===== src/rtl/sel_mux_pkg.sv =====
// Shared types and defaults for the registered N-channel operand selector.
// Holds the FSM state encoding and a helper that checks the select width.
package sel_mux_pkg;

  localparam int DEF_W  = 8;
  localparam int DEF_N  = 9;
  localparam int DEF_SW = 4;

  typedef enum logic {
    IDLE = 1'b0,
    SCAN = 1'b1
  } state_e;

  // True when an SW-bit select can address all n channels.
  function automatic bit sw_fits(input int sw, input int n);
    return (64'd1 << sw) >= 64'(n);
  endfunction

endpackage


===== src/rtl/sel_mux_pipe_if.sv =====
// Request/response bundle between operand sources, the selector and its consumer.
// The master drives requests and out_ready; the slave is the selector.
interface sel_mux_pipe_if
  import sel_mux_pkg::*;
#(
  parameter int W  = DEF_W,
  parameter int N  = DEF_N,
  parameter int SW = DEF_SW
) ();

  logic [N*W-1:0] in_data;
  logic [SW-1:0]  sel;
  logic           req_valid;
  logic           req_ready;
  logic           scan_en;
  logic [W-1:0]   out_data;
  logic [SW-1:0]  out_sel;
  logic           out_valid;
  logic           out_ready;
  logic           sel_err;
  logic           scan_done;

  modport master (
    output in_data, sel, req_valid, scan_en, out_ready,
    input  req_ready, out_data, out_sel, out_valid, sel_err, scan_done
  );

  modport slave (
    input  in_data, sel, req_valid, scan_en, out_ready,
    output req_ready, out_data, out_sel, out_valid, sel_err, scan_done
  );

endinterface


===== src/rtl/sel_mux_scan_ctr.sv =====
// Channel walker for scan mode: counts 0..N-1 and wraps, with a last-channel flag.
module sel_mux_scan_ctr
  import sel_mux_pkg::*;
#(
  parameter int N  = DEF_N,
  parameter int SW = DEF_SW
) (
  input  logic          clk,
  input  logic          rst,
  input  logic          clr_i,
  input  logic          en_i,
  output logic [SW-1:0] cnt_o,
  output logic          last_o
);

  localparam logic [SW-1:0] LAST = SW'(N - 1);

  logic [SW-1:0] cnt_q;
  logic [SW-1:0] cnt_d;

  // NOTE: every signal assigned in always_comb gets a default first so no latch is inferred.
  always_comb begin
    cnt_d = cnt_q;
    if (clr_i) begin
      cnt_d = '0;
    end else if (en_i) begin
      cnt_d = (cnt_q == LAST) ? '0 : cnt_q + SW'(1);
    end
  end

  // NOTE: sequential state uses non-blocking assignments so all flops update together.
  always_ff @(posedge clk) begin
    if (rst) begin
      cnt_q <= '0;
    end else begin
      cnt_q <= cnt_d;
    end
  end

  assign cnt_o  = cnt_q;
  assign last_o = (cnt_q == LAST);

endmodule


===== src/rtl/sel_mux_pipe.sv =====
// Registered N-channel W-bit selector with valid/ready output slot and a scan
// mode that walks every channel in order for register dump / debug readout.
module sel_mux_pipe
  import sel_mux_pkg::*;
#(
  parameter int W  = DEF_W,
  parameter int N  = DEF_N,
  parameter int SW = DEF_SW
) (
  input logic           clk,
  input logic           rst,
  sel_mux_pipe_if.slave bus
);

  if (!sw_fits(SW, N)) begin : g_param_check
    $error("sel_mux_pipe: SW too narrow for N channels");
  end

  localparam logic [SW-1:0] LAST = SW'(N - 1);

  state_e        state_q;
  logic [W-1:0]  out_data_q;
  logic [SW-1:0] out_sel_q;
  logic          out_valid_q;
  logic          sel_err_q;
  logic          scan_done_q;
  logic          beat_last_q;

  logic          slot_free;
  logic          req_ready;
  logic          req_fire;
  logic          out_fire;
  logic          direct_err;
  logic [SW-1:0] direct_idx;
  logic          scan_load;
  logic          load;
  logic [SW-1:0] ld_idx;
  logic          ld_err;
  logic [W-1:0]  ld_data;
  logic          cnt_clr;
  logic [SW-1:0] cnt;
  logic          cnt_last;

  sel_mux_scan_ctr #(
    .N  (N),
    .SW (SW)
  ) u_scan_ctr (
    .clk    (clk),
    .rst    (rst),
    .clr_i  (cnt_clr),
    .en_i   (scan_load),
    .cnt_o  (cnt),
    .last_o (cnt_last)
  );

  always_comb begin
    slot_free  = !out_valid_q || bus.out_ready;
    req_ready  = slot_free && (state_q == IDLE) && !bus.scan_en;
    req_fire   = bus.req_valid && req_ready;
    out_fire   = out_valid_q && bus.out_ready;
    // Out-of-range selects keep the legacy default-to-last-channel behaviour, now flagged.
    direct_err = (bus.sel > LAST);
    direct_idx = direct_err ? LAST : bus.sel;
    scan_load  = (state_q == SCAN) && bus.scan_en && slot_free;
    load       = req_fire || scan_load;
    ld_idx     = scan_load ? cnt : direct_idx;
    ld_err     = !scan_load && direct_err;
    ld_data    = bus.in_data[int'(ld_idx)*W +: W];
    cnt_clr    = ((state_q == IDLE) && bus.scan_en) || ((state_q == SCAN) && !bus.scan_en);
  end

  always_ff @(posedge clk) begin
    if (rst) begin
      state_q     <= IDLE;
      out_data_q  <= '0;
      out_sel_q   <= '0;
      out_valid_q <= 1'b0;
      sel_err_q   <= 1'b0;
      scan_done_q <= 1'b0;
      beat_last_q <= 1'b0;
    end else begin
      scan_done_q <= (state_q == SCAN) && out_fire && beat_last_q;

      unique case (state_q)
        IDLE:    if (bus.scan_en)  state_q <= SCAN;
        SCAN:    if (!bus.scan_en) state_q <= IDLE;
        default: state_q <= IDLE;
      endcase

      // A load and a consume on the same edge keep the slot full: one beat per cycle.
      if (load) begin
        out_data_q  <= ld_data;
        out_sel_q   <= ld_idx;
        sel_err_q   <= ld_err;
        out_valid_q <= 1'b1;
        beat_last_q <= scan_load && cnt_last;
      end else if (out_fire) begin
        out_valid_q <= 1'b0;
        beat_last_q <= 1'b0;
      end
    end
  end

  assign bus.req_ready = req_ready;
  assign bus.out_data  = out_data_q;
  assign bus.out_sel   = out_sel_q;
  assign bus.out_valid = out_valid_q;
  assign bus.sel_err   = sel_err_q;
  assign bus.scan_done = scan_done_q;

endmodule


===== src/flat_wrapper.sv =====
// flat-port wrapper written by rule: the top's interface ports become plain ports
module sel_mux_pipe_flat import sel_mux_pkg::*;
#(
  parameter int W  = DEF_W,
  parameter int N  = DEF_N,
  parameter int SW = DEF_SW
)
  (clk, rst, bus_in_data, bus_sel, bus_req_valid, bus_scan_en, bus_out_ready, bus_req_ready, bus_out_data, bus_out_sel, bus_out_valid, bus_sel_err, bus_scan_done);
  sel_mux_pipe_if #(.W(W), .N(N), .SW(SW)) bus_i ();
  input logic clk;
  input logic rst;
  input wire logic [$bits(bus_i.in_data)-1:0] bus_in_data;
  input wire logic [$bits(bus_i.sel)-1:0] bus_sel;
  input wire logic [$bits(bus_i.req_valid)-1:0] bus_req_valid;
  input wire logic [$bits(bus_i.scan_en)-1:0] bus_scan_en;
  input wire logic [$bits(bus_i.out_ready)-1:0] bus_out_ready;
  output wire logic [$bits(bus_i.req_ready)-1:0] bus_req_ready;
  output wire logic [$bits(bus_i.out_data)-1:0] bus_out_data;
  output wire logic [$bits(bus_i.out_sel)-1:0] bus_out_sel;
  output wire logic [$bits(bus_i.out_valid)-1:0] bus_out_valid;
  output wire logic [$bits(bus_i.sel_err)-1:0] bus_sel_err;
  output wire logic [$bits(bus_i.scan_done)-1:0] bus_scan_done;
  assign bus_i.in_data = bus_in_data;
  assign bus_i.sel = bus_sel;
  assign bus_i.req_valid = bus_req_valid;
  assign bus_i.scan_en = bus_scan_en;
  assign bus_i.out_ready = bus_out_ready;
  assign bus_req_ready = bus_i.req_ready;
  assign bus_out_data = bus_i.out_data;
  assign bus_out_sel = bus_i.out_sel;
  assign bus_out_valid = bus_i.out_valid;
  assign bus_sel_err = bus_i.sel_err;
  assign bus_scan_done = bus_i.scan_done;
  sel_mux_pipe #(.W(W), .N(N), .SW(SW)) u_core (.clk(clk), .rst(rst), .bus(bus_i));
endmodule

===== config.mk =====
export PLATFORM = sky130hd
export DESIGN_NAME = sel_mux_pipe_flat
export DESIGN_NICKNAME = d
export VERILOG_FILES = /design/src/rtl/sel_mux_pkg.sv /design/src/rtl/sel_mux_pipe_if.sv /design/src/rtl/sel_mux_scan_ctr.sv /design/src/rtl/sel_mux_pipe.sv /design/src/flat_wrapper.sv
export SDC_FILE = /design/constraint.sdc
export NUM_CORES = 1
export LEC_CHECK = 0
export ABC_AREA = 1
export CAP_MARGIN = 15
export CORE_MARGIN = 5
export CORE_UTILIZATION = 45
export CTS_BUF_LIST = sky130_fd_sc_hd__clkbuf_4
export CTS_CLUSTER_SIZE = 28
export DETAILED_ROUTE_END_ITERATION = 10
export PLACE_DENSITY = 0.95
export SYNTH_ARGS = -nofsm -noshare
export SYNTH_HDL_FRONTEND = slang
export SYNTH_HIERARCHICAL = 1
export SYNTH_SLANG_ARGS = --single-unit
export TNS_END_PERCENT = 10

===== constraint.sdc =====
create_clock -name clk -period 2.85 [get_ports clk]
set_input_delay 0.855 -clock clk [delete_from_list [all_inputs] [get_ports clk]]
set_output_delay 0.855 -clock clk [all_outputs]
set_load 0.1 [all_outputs]

==> impl_metrics.tcl, run 1 <==
set metrics [dict create \
    required_ps 2000 \
    clock_skew_ps 6.231 \
    holdCritPathClass "register to register" \
    track_usage_pct 21.88 \
    worstPathCellList "clkdlybuf4s50_1 > buf_4 > nor3_4 > buf_12" \
    end_kind "primary output" \
    timing.final.ws_setup_ps 128.0 \
    cts_sinks 21 \
    cts_buffers 3 \
    fin_cells 485 \
    hpwl_um 5194 \
    min_period_over_period_pct 95.51 \
    htreeDepth 1 \
    ant_nets 0 \
    drt_wl_total_um 6628 \
    syn_area_um2 1986 \
    ctsResizeCount 0 \
    rsz0062_at_grt "no" \
    cts_tree "yes" \
    tns_ps 0 \
    row_count 24 \
    clock_path_buffers 2 \
    status "finished, final reports clean" \
    clkLatencyLatePin_ps 320 \
    drtIter0Drc 191 \
    synth_warnings 6 \
    n_fill_cell 371 \
    yosysTopAreaCellShare_pct 22.68 \
    die_h_um 76.43 \
    postCtsHoldBufs 0 \
    vias 2555 \
    cts_setup_buffers 0 \
    placedCellCount 481 \
    setup_viol 0 \
    grt_pass1_vias 2453 \
    min_period_ps 2722 \
    path_max_fanout 2 \
    path_clk_slew_ps 120 \
    worstPathArrival_ps 1870 \
    area_delta_synth_final_pct 49.59 \
    cp_slowest_cell "clkdlybuf4s50_1" \
    core_area_um2 4324 \
    critical_path_class "input pin to primary output" \
    first_pass_iters 5 \
    grt_antenna_before_repair 0 \
    io_buffers 96 \
    diodes 0 \
    p_leak_nw 1.475 \
    maxSlewHeadroom_pct 76.52 \
    place.gp.congestion 0.8745 \
    grt_pass1_wl_um 10980 \
    die_area_um2 5841 \
    worst_slew_pin_slew_ps 347.8 \
    routedWlPerCell_um 13.67 \
    finalHoldViolations 0 \
    viasPerCell 5.268 \
    cp_slowest_stage_delay_ps 440 \
    synth_cells 342 \
    synth_area_leaders "nand3_1 (23%), dfxtp_1 (21%), inv_1 (14%), nand2_1 (10%), a21oi_1 (3.5%)" \
    ios 97 \
    synth_cell_type_count 27 \
    peakVddDrop_mv 0.2960 \
    drive_gt1_share_pct 12.01 \
    die_w_um 76.43 \
    start_kind "input pin" \
    final_nets 518 \
    drc 0 \
    syn_area_per_cell_um2 5.806 \
    pre_cts_ws_ps 7.837 \
    slew_violations 0 \
    fmax_ghz 0.3674 \
    grt_max_degree 36 \
    cellPowerDensity_nw_per_um2 330.2 \
    syn_nets 426 \
    synth_seq_area_share_pct 21.17 \
    overflow 0 \
    maxCapViolations 0 \
    ys_ff_latch 21 \
    start_util_pct 45.92 \
    synth_largest_area_cell "nand3_1" \
    cts-root-buf "clkbuf_4" \
]
layout by cell type, fill, tap and decap left out, drive strengths merged:
cell / Yosys / layout
a21oi: 17 / 17
xor2: 1 / 1
nor2: 17 / 17
nand3b: 8 / 8
nor3b: 3 / 3
nand3: 91 / 91
clkdlybuf4s50: 0 / 80
inv: 78 / 78
nor3: 2 / 2
clkinv: 2 / 3
a31oi: 1 / 1
buf: 16 / 23
dfxtp: 21 / 21
nand2: 69 / 69
clkbuf: 0 / 3
ha: 3 / 3
o21ai: 12 / 12
o311ai: 1 / 1
final timing paths:
kind	startpoint	to	slack (ps)	cells past startpoint
setup / recovery	bus_scan_en	bus_req_ready	130	4
hold / removal	u_core/beat_last_q	u_core/bus.scan_done	480	2
setup reg to reg	u_core/state_q	u_core/bus.out_data[7]	960	9
hold reg to reg	u_core/beat_last_q	u_core/bus.scan_done	480	2
cell usage after synthesis (all sizes together):
library cell	count
nand3	91
inv	78
nand2	69
dfxtp	21
a21oi	17
nor2	17
buf	16
o21ai	12
nand3b	8
ha	3
nor3b	3
clkinv	2
nor3	2
a31oi	1
o311ai	1
xor2	1
state kept, by name (all words and copies together) (netlist names):
register and count:
u_core/u_scan_ctr/cnt_o 4, u_core/bus.sel_err 1, u_core/bus.out_data 8, u_core/bus.out_sel 4
u_core/bus.out_valid 1, u_core/state_q 1, u_core/beat_last_q 1, u_core/bus.scan_done 1
cell families after synthesis:
logic type               share of synthesized area [%]
AO/OA/AOI/OAI                                    8.633
buffers and inverters                            20.48
AND/OR/NAND/NOR                                  47.38
adder cells (fa/ha/maj)                          1.891
XOR/XNOR                                        0.4412
flip-flops                                       21.17
critical path: cells and delay by family:
kind                   cells  cell delay, ps
buffers and inverters      3             800
and+or+nand+nor            1             210
layer usage:
layer,vias to the layer above,share of wire (%),global-route usage [%]
met1,1166,39,25.86
met5,-,0,0
met2,117,51,38.96
met4,0,1.6,5.769
met3,16,8.9,5.437
li1,1256,-,-
layout make-up:
cell class	instances	area (µm²)	area share (%)
Clock buffer	3	22.52	0.7582
Clock inverter	1	5.005	0.1685
Inverter	80	306.5	10.32
Multi-Input combinational cell	225	1165	39.22
Sequential cell	21	420.4	14.15
Tap cell	52	65.06	2.190
Timing Repair Buffer	103	985.9	33.19
where the power goes:
group,internal (W),leakage (nW),switching (W),total [W]
Clock,0.0000526,0.0177,0.0000987,0.000151
Sequential,0.000312,0.172,0.0000119,0.000323
Combinational,0.000199,1.29,0.000307,0.000506
through the flow:
stage | cell area, µm² | total power (W) | hold WS, ps | utilization (%)
after floorplan | 1992 | 0.0006493 | 438.6 | -
after global placement | 2943 | 0.0008241 | 451.2 | 68.06
after detailed placement | 2943 | 0.0008325 | 461.1 | 68.06
after CTS | 2970 | 0.0009834 | 477.8 | 68.69
after global routing | 2970 | 0.001038 | 495.7 | 68.69
final | 2970 | 0.0009809 | 475.9 | 68.69
Note: power is estimated with default switching activity, not from simulation.
==> inputs of run 2 (changes only) <==
--- a/config.mk
+++ b/config.mk
@@ -6,6 +6,7 @@
 export NUM_CORES = 1
 export LEC_CHECK = 0
 export ABC_AREA = 1
+export ABC_CLOCK_PERIOD_IN_PS = 2850
 export CAP_MARGIN = 15
 export CORE_MARGIN = 5
 export CORE_UTILIZATION = 45
==> results of run 2 <==
No change in the layout: final DEF, timing and power equal those of run 1.
